## config.mk

```make
export PLATFORM = sky130hd
export DESIGN_NAME = ambient_zone_ctrl
export DESIGN_NICKNAME = d
export VERILOG_FILES = /design/src/rtl/ambient_pkg.sv /design/src/rtl/ambient_zone_ch.sv /design/src/rtl/ambient_zone_ctrl.sv
export SDC_FILE = /design/constraint.sdc
export NUM_CORES = 1
export LEC_CHECK = 0
export ABC_CLOCK_PERIOD_IN_PS = 3800
export CAP_MARGIN = 20
export CORE_MARGIN = 2
export CORE_UTILIZATION = 52
export DETAILED_ROUTE_END_ITERATION = 7
export GPL_ROUTABILITY_DRIVEN = 0
export GPL_TIMING_DRIVEN = 0
export PLACE_DENSITY = 0.74
export SYNTH_ARGS = -nofsm -noshare
export SYNTH_HDL_FRONTEND = slang
export SYNTH_HIERARCHICAL = 1
export SYNTH_SLANG_ARGS = --single-unit
export TNS_END_PERCENT = 1
```

## constraint.sdc

```tcl
create_clock -name clk_i -period 3.8 [get_ports clk_i]
set_input_delay 0.38 -clock clk_i [delete_from_list [all_inputs] [get_ports clk_i]]
set_output_delay 0.38 -clock clk_i [all_outputs]
set_load 0.1 [all_outputs]
```

## src/rtl/ambient_pkg.sv

```systemverilog
// ambient_pkg: shared state encoding, default widths/thresholds and helpers for the zone controller.
package ambient_pkg;
   typedef enum logic [1:0] {ST_OFF, ST_IDLE, ST_CONTROL} state_t;
   localparam int TEMP_W_DEF  = 6;
   localparam int HUM_W_DEF   = 7;
   localparam int LUM_W_DEF   = 10;
   localparam int T_HEAT_ON_DEF  = 20;
   localparam int T_HEAT_OFF_DEF = 22;
   localparam int T_AC_ON_DEF    = 25;
   localparam int T_AC_OFF_DEF   = 22;
   localparam int H_DH_ON_DEF    = 50;
   localparam int H_DH_OFF_DEF   = 35;
   localparam int L_BL_ON_DEF    = 700;
   localparam int L_BL_OFF_DEF   = 200;
   localparam int HOLD_W = 8;

   function automatic int zw(input int n);
      return (n <= 1) ? 1 : $clog2(n);
   endfunction

   // set wins over clear; neither keeps the current value
   function automatic logic hyst(input logic cur, input logic set, input logic clr);
      return set | (cur & ~clr);
   endfunction
endpackage

```

## src/rtl/ambient_zone_ch.sv

```systemverilog
// ambient_zone_ch: one zone's four actuator bits, hysteresis decisions and minimum-hold counter.
module ambient_zone_ch import ambient_pkg::*; #(
   parameter int TEMP_W     = TEMP_W_DEF,
   parameter int HUM_W      = HUM_W_DEF,
   parameter int LUM_W      = LUM_W_DEF,
   parameter int MIN_HOLD   = 8,
   parameter int T_HEAT_ON  = T_HEAT_ON_DEF,
   parameter int T_HEAT_OFF = T_HEAT_OFF_DEF,
   parameter int T_AC_ON    = T_AC_ON_DEF,
   parameter int T_AC_OFF   = T_AC_OFF_DEF,
   parameter int H_DH_ON    = H_DH_ON_DEF,
   parameter int H_DH_OFF   = H_DH_OFF_DEF,
   parameter int L_BL_ON    = L_BL_ON_DEF,
   parameter int L_BL_OFF   = L_BL_OFF_DEF
) (
   input  logic              clk_i,
   input  logic              reset_n,
   input  logic              clr_i,
   input  logic              upd_i,
   input  logic [TEMP_W-1:0] temp_i,
   input  logic [HUM_W-1:0]  hum_i,
   input  logic [LUM_W-1:0]  lum_i,
   output logic              heat_o,
   output logic              ac_o,
   output logic              dh_o,
   output logic              bl_o
);
   localparam logic [TEMP_W-1:0] c_heat_on  = TEMP_W'(T_HEAT_ON);
   localparam logic [TEMP_W-1:0] c_heat_off = TEMP_W'(T_HEAT_OFF);
   localparam logic [TEMP_W-1:0] c_ac_on    = TEMP_W'(T_AC_ON);
   localparam logic [TEMP_W-1:0] c_ac_off   = TEMP_W'(T_AC_OFF);
   localparam logic [HUM_W-1:0]  c_dh_on    = HUM_W'(H_DH_ON);
   localparam logic [HUM_W-1:0]  c_dh_off   = HUM_W'(H_DH_OFF);
   localparam logic [LUM_W-1:0]  c_bl_on    = LUM_W'(L_BL_ON);
   localparam logic [LUM_W-1:0]  c_bl_off   = LUM_W'(L_BL_OFF);

   logic [HOLD_W-1:0] r_cnt;
   logic w_heat, w_ac, w_dh, w_bl, w_go, w_chg;

   always_comb begin
      w_ac   = hyst(ac_o, temp_i >= c_ac_on, temp_i <= c_ac_off);
      w_heat = hyst(heat_o, temp_i < c_heat_on, temp_i >= c_heat_off) & ~w_ac;
      w_dh   = hyst(dh_o, hum_i >= c_dh_on, hum_i <= c_dh_off);
      w_bl   = hyst(bl_o, lum_i >= c_bl_on, lum_i <= c_bl_off);
      w_go   = upd_i && (r_cnt == '0);
      w_chg  = w_go && ({w_heat, w_ac, w_dh, w_bl} != {heat_o, ac_o, dh_o, bl_o});
   end

   always_ff @(posedge clk_i or negedge reset_n) begin
      if (!reset_n) begin
         {heat_o, ac_o, dh_o, bl_o} <= '0;
         r_cnt <= '0;
      end else if (clr_i) begin
         {heat_o, ac_o, dh_o, bl_o} <= '0;
         r_cnt <= '0;
      end else begin
         if (w_go) {heat_o, ac_o, dh_o, bl_o} <= {w_heat, w_ac, w_dh, w_bl};
         r_cnt <= w_chg ? HOLD_W'(MIN_HOLD) : r_cnt - HOLD_W'(r_cnt != '0);
      end
   end
endmodule

```

## src/rtl/ambient_zone_ctrl.sv

```systemverilog
// ambient_zone_ctrl: OFF/IDLE/CONTROL sequencer that captures one sample and applies it to the addressed zone.
module ambient_zone_ctrl import ambient_pkg::*; #(
   parameter int NUM_ZONES  = 4,
   parameter int TEMP_W     = TEMP_W_DEF,
   parameter int HUM_W      = HUM_W_DEF,
   parameter int LUM_W      = LUM_W_DEF,
   parameter int MIN_HOLD   = 8,
   parameter int T_HEAT_ON  = T_HEAT_ON_DEF,
   parameter int T_HEAT_OFF = T_HEAT_OFF_DEF,
   parameter int T_AC_ON    = T_AC_ON_DEF,
   parameter int T_AC_OFF   = T_AC_OFF_DEF,
   parameter int H_DH_ON    = H_DH_ON_DEF,
   parameter int H_DH_OFF   = H_DH_OFF_DEF,
   parameter int L_BL_ON    = L_BL_ON_DEF,
   parameter int L_BL_OFF   = L_BL_OFF_DEF
) (
   input  logic                        clk_i,
   input  logic                        reset_n,
   input  logic                        enable_i,
   input  logic                        valid_i,
   input  logic [zw(NUM_ZONES)-1:0]    zone_i,
   input  logic [TEMP_W-1:0]           temperature_i,
   input  logic [HUM_W-1:0]            humidity_i,
   input  logic [LUM_W-1:0]            luminous_intensity_i,
   output logic                        ready_o,
   output logic [NUM_ZONES-1:0]        heat_o,
   output logic [NUM_ZONES-1:0]        AC_o,
   output logic [NUM_ZONES-1:0]        dehumidifier_o,
   output logic [NUM_ZONES-1:0]        blinds_o,
   output logic                        done_o,
   output logic                        err_o
);
   localparam int ZW = zw(NUM_ZONES);

   state_t            r_state, w_next;
   logic [ZW-1:0]     r_zone;
   logic [TEMP_W-1:0] r_temp;
   logic [HUM_W-1:0]  r_hum;
   logic [LUM_W-1:0]  r_lum;
   logic              r_done, r_err;
   logic              w_hs, w_upd, w_zok;

   assign ready_o = (r_state == ST_IDLE);
   assign done_o  = r_done;
   assign err_o   = r_err;

   always_comb begin
      w_next = r_state;
      if (!enable_i) w_next = ST_OFF;
      else if (r_state != ST_IDLE) w_next = ST_IDLE;
      else if (valid_i) w_next = ST_CONTROL;
      w_hs  = enable_i && valid_i && ready_o;
      w_upd = enable_i && (r_state == ST_CONTROL);
      w_zok = {1'b0, r_zone} < (ZW + 1)'(NUM_ZONES);
   end

   always_ff @(posedge clk_i or negedge reset_n) begin
      if (!reset_n) begin
         r_state <= ST_OFF;
         {r_zone, r_temp, r_hum, r_lum, r_done, r_err} <= '0;
      end else begin
         r_state <= w_next;
         if (!enable_i) {r_zone, r_temp, r_hum, r_lum} <= '0;
         else if (w_hs) {r_zone, r_temp, r_hum, r_lum} <= {zone_i, temperature_i, humidity_i, luminous_intensity_i};
         r_done <= w_upd && w_zok;
         r_err  <= w_upd && !w_zok;
      end
   end

   for (genvar g = 0; g < NUM_ZONES; g++) begin : g_zone
      ambient_zone_ch #(
         .TEMP_W(TEMP_W), .HUM_W(HUM_W), .LUM_W(LUM_W), .MIN_HOLD(MIN_HOLD),
         .T_HEAT_ON(T_HEAT_ON), .T_HEAT_OFF(T_HEAT_OFF), .T_AC_ON(T_AC_ON), .T_AC_OFF(T_AC_OFF),
         .H_DH_ON(H_DH_ON), .H_DH_OFF(H_DH_OFF), .L_BL_ON(L_BL_ON), .L_BL_OFF(L_BL_OFF)
      ) u_ch (
         .clk_i  (clk_i),
         .reset_n(reset_n),
         .clr_i  (!enable_i),
         .upd_i  (w_upd && (r_zone == ZW'(g))),
         .temp_i (r_temp),
         .hum_i  (r_hum),
         .lum_i  (r_lum),
         .heat_o (heat_o[g]),
         .ac_o   (AC_o[g]),
         .dh_o   (dehumidifier_o[g]),
         .bl_o   (blinds_o[g])
      );
   end
endmodule

```

==> metrics.txt <==
outcome finished, final reports clean; Final #Nets about 600; fin util between 60 and 70%; pin count of the biggest net entering global routing 42; clock latency on the worst-skew pair roughly 360 ps; initial core utilization roughly 53%; overflow left after global routing 0; htree depth 3; Cell Area, Synth 0.004584 mm²; maximum clock path buffer count 2; YS warnings 6; final period utilization 64.32%; post-placement cell area 0.005177 mm²; cts bufs inserted 9; syn nets 542; combinational group share of total power between 30% and 40%; Setup Skew 11.23 ps; Worst VDD drop 0.0003074 V; Die W approximately 98 µm; slew margin rel. 34.62%; Worst Setup End Kind output pin; Hold Slack 320.4 ps; number of antenna diodes 0; worst setup path category flop to output pin; setup tns final 0 ps; PwrDens about 500 mW/mm²; Slew @ Worst Pin 977.7 ps; DRC Markers 0; Place WS 1477 ps; CTS sink count between 70 and 80; Mean Syn Cell Area around 9.1 µm²; Worst EP required 3420 ps; design area 0.005381 mm²; Setup violations, final 0; P_leak between 2 and 2.5 nW; Slew Limit Fails 0; unrepaired setup endpoints after global routing no; dpl hpwl 7.553 mm; die area 0.009583 mm²; fin crit period 2444 ps; Power Internal 1.734 mW; part of the power in registers around 42%; Clock Power Share between 20 and 25%; Placement Rows 34; Hold Fails Final Rpt 0; CTS Hold Bufs 1; CTS tree yes; most frequent cells in the layout 83 x nand2_1, 75 x dfrtp_1, 52 x nor2_1; Multi-input gate area roughly 0.0026 mm²; Max-cap violations 0; switching share of power 36.17%; post-route setup slack 1356 ps; CTS root buf clkbuf_8; synthesis-to-finish area growth 17.39%; most common cell after layout, fill and taps aside nand2_1; critical path launch point type flop; share of layout cells above drive strength 1 7.584%; num ports 48; setup repair bufs after CTS 0; FILL cells 730; clock-pin slew on the worst setup and hold paths ~80 ps; area of the core around 0.0086 mm²; vias post-DR roughly 4100; Avg WL per Cell 16.23 µm; vias in the first global route 3934; total track usage about a quarter; HP Class input pin to flop; crit-path max FO 3; Post-CTS Resized 0; Sequential Area about 0.0019 mm²; Post-Route WL 10.95 mm; antenna violations before repair 0; cell count after synthesis 505; Max Clk Rate slightly above 0.4 GHz; Psw 982.3 µW; Detailed Route Iter0 Violations 252; Avg Vias per Cell roughly 6.0; Port-buffer cells 44; first drt pass iteration count 5; post-route ant nets 0; crit path DAT just over 2000 ps; first-pass GRT wire length about 19 mm; Die Height 97.90 µm
power groups by stage:
| stage | registers [mW] | clock network [mW] | logic (mW) |
|---|---|---|---|
| detailed placement | 1.16 | 0 | 0.957 |
| finish | 1.15 | 0.613 | 0.955 |
| global route | 1.17 | 0.664 | 1.10 |
| floorplan | 1.12 | 0 | 0.778 |
| CTS | 1.14 | 0.628 | 0.966 |
| global placement | 1.15 | 0 | 0.922 |
worst paths after layout:
check	end	startpoint	slack [ps]	depth (start not counted)
max in group asynchronous	g_zone[2].u_ch/r_cnt[7]	reset_n	2720	3
hold reg to reg	g_zone[0].u_ch/r_cnt[7]	g_zone[0].u_ch/r_cnt[7]	550	2
setup / recovery	ready_o	r_state[1]	1360	2
setup reg to reg	g_zone[3].u_ch/r_cnt[3]	r_temp[4]	1600	4
min in group asynchronous	g_zone[3].u_ch/r_cnt[5]	reset_n	510	2
hold / removal	r_zone[0]	enable_i	320	3
layer usage:
layer / track usage (%) / share of wire [%] / routed length, µm
met2: 39.62 / 48 / 5225
met1: 32.59 / 46 / 5027
met5: 0 / 0 / 0
met3: 4.653 / 4.9 / 535
met4: 8.333 / 1.5 / 163
metrics by stage:
step	cells	total power, mW
after global placement	657	2.068
after detailed placement	658	2.115
final	675	2.716
after global routing	675	2.938
after floorplan	505	1.893
after CTS	675	2.738
area by class of cell:
class / count / share of cell area, %
Tap cell: 108 / 2.511
Timing Repair Buffer: 46 / 8.696
Inverter: 18 / 1.256
Multi-Input combinational cell: 401 / 47.43
Sequential cell: 75 / 34.88
Clock buffer: 11 / 2.627
Clock inverter: 5 / 0.9765
Buffer: 11 / 1.628
worst max-delay path: stages, from the launching register on:
cell,delay (ps)
dfrtp_1,390
and2b_2,200
clkdlybuf4s50_1,1120
flip-flops by register name (all words and copies together), names as in the netlist:
| register | count |
|---|---|
| g_zone.u_ch/r_cnt | 32 |
| r_lum | 10 |
| r_hum | 6 |
| r_temp | 6 |
| g_zone.u_ch/ac_o | 4 |
| g_zone.u_ch/bl_o | 4 |
| g_zone.u_ch/dh_o | 4 |
| g_zone.u_ch/heat_o | 4 |
| r_state | 2 |
| r_zone | 2 |
| done_o | 1 |
Note: power is estimated with default switching activity, not from simulation.
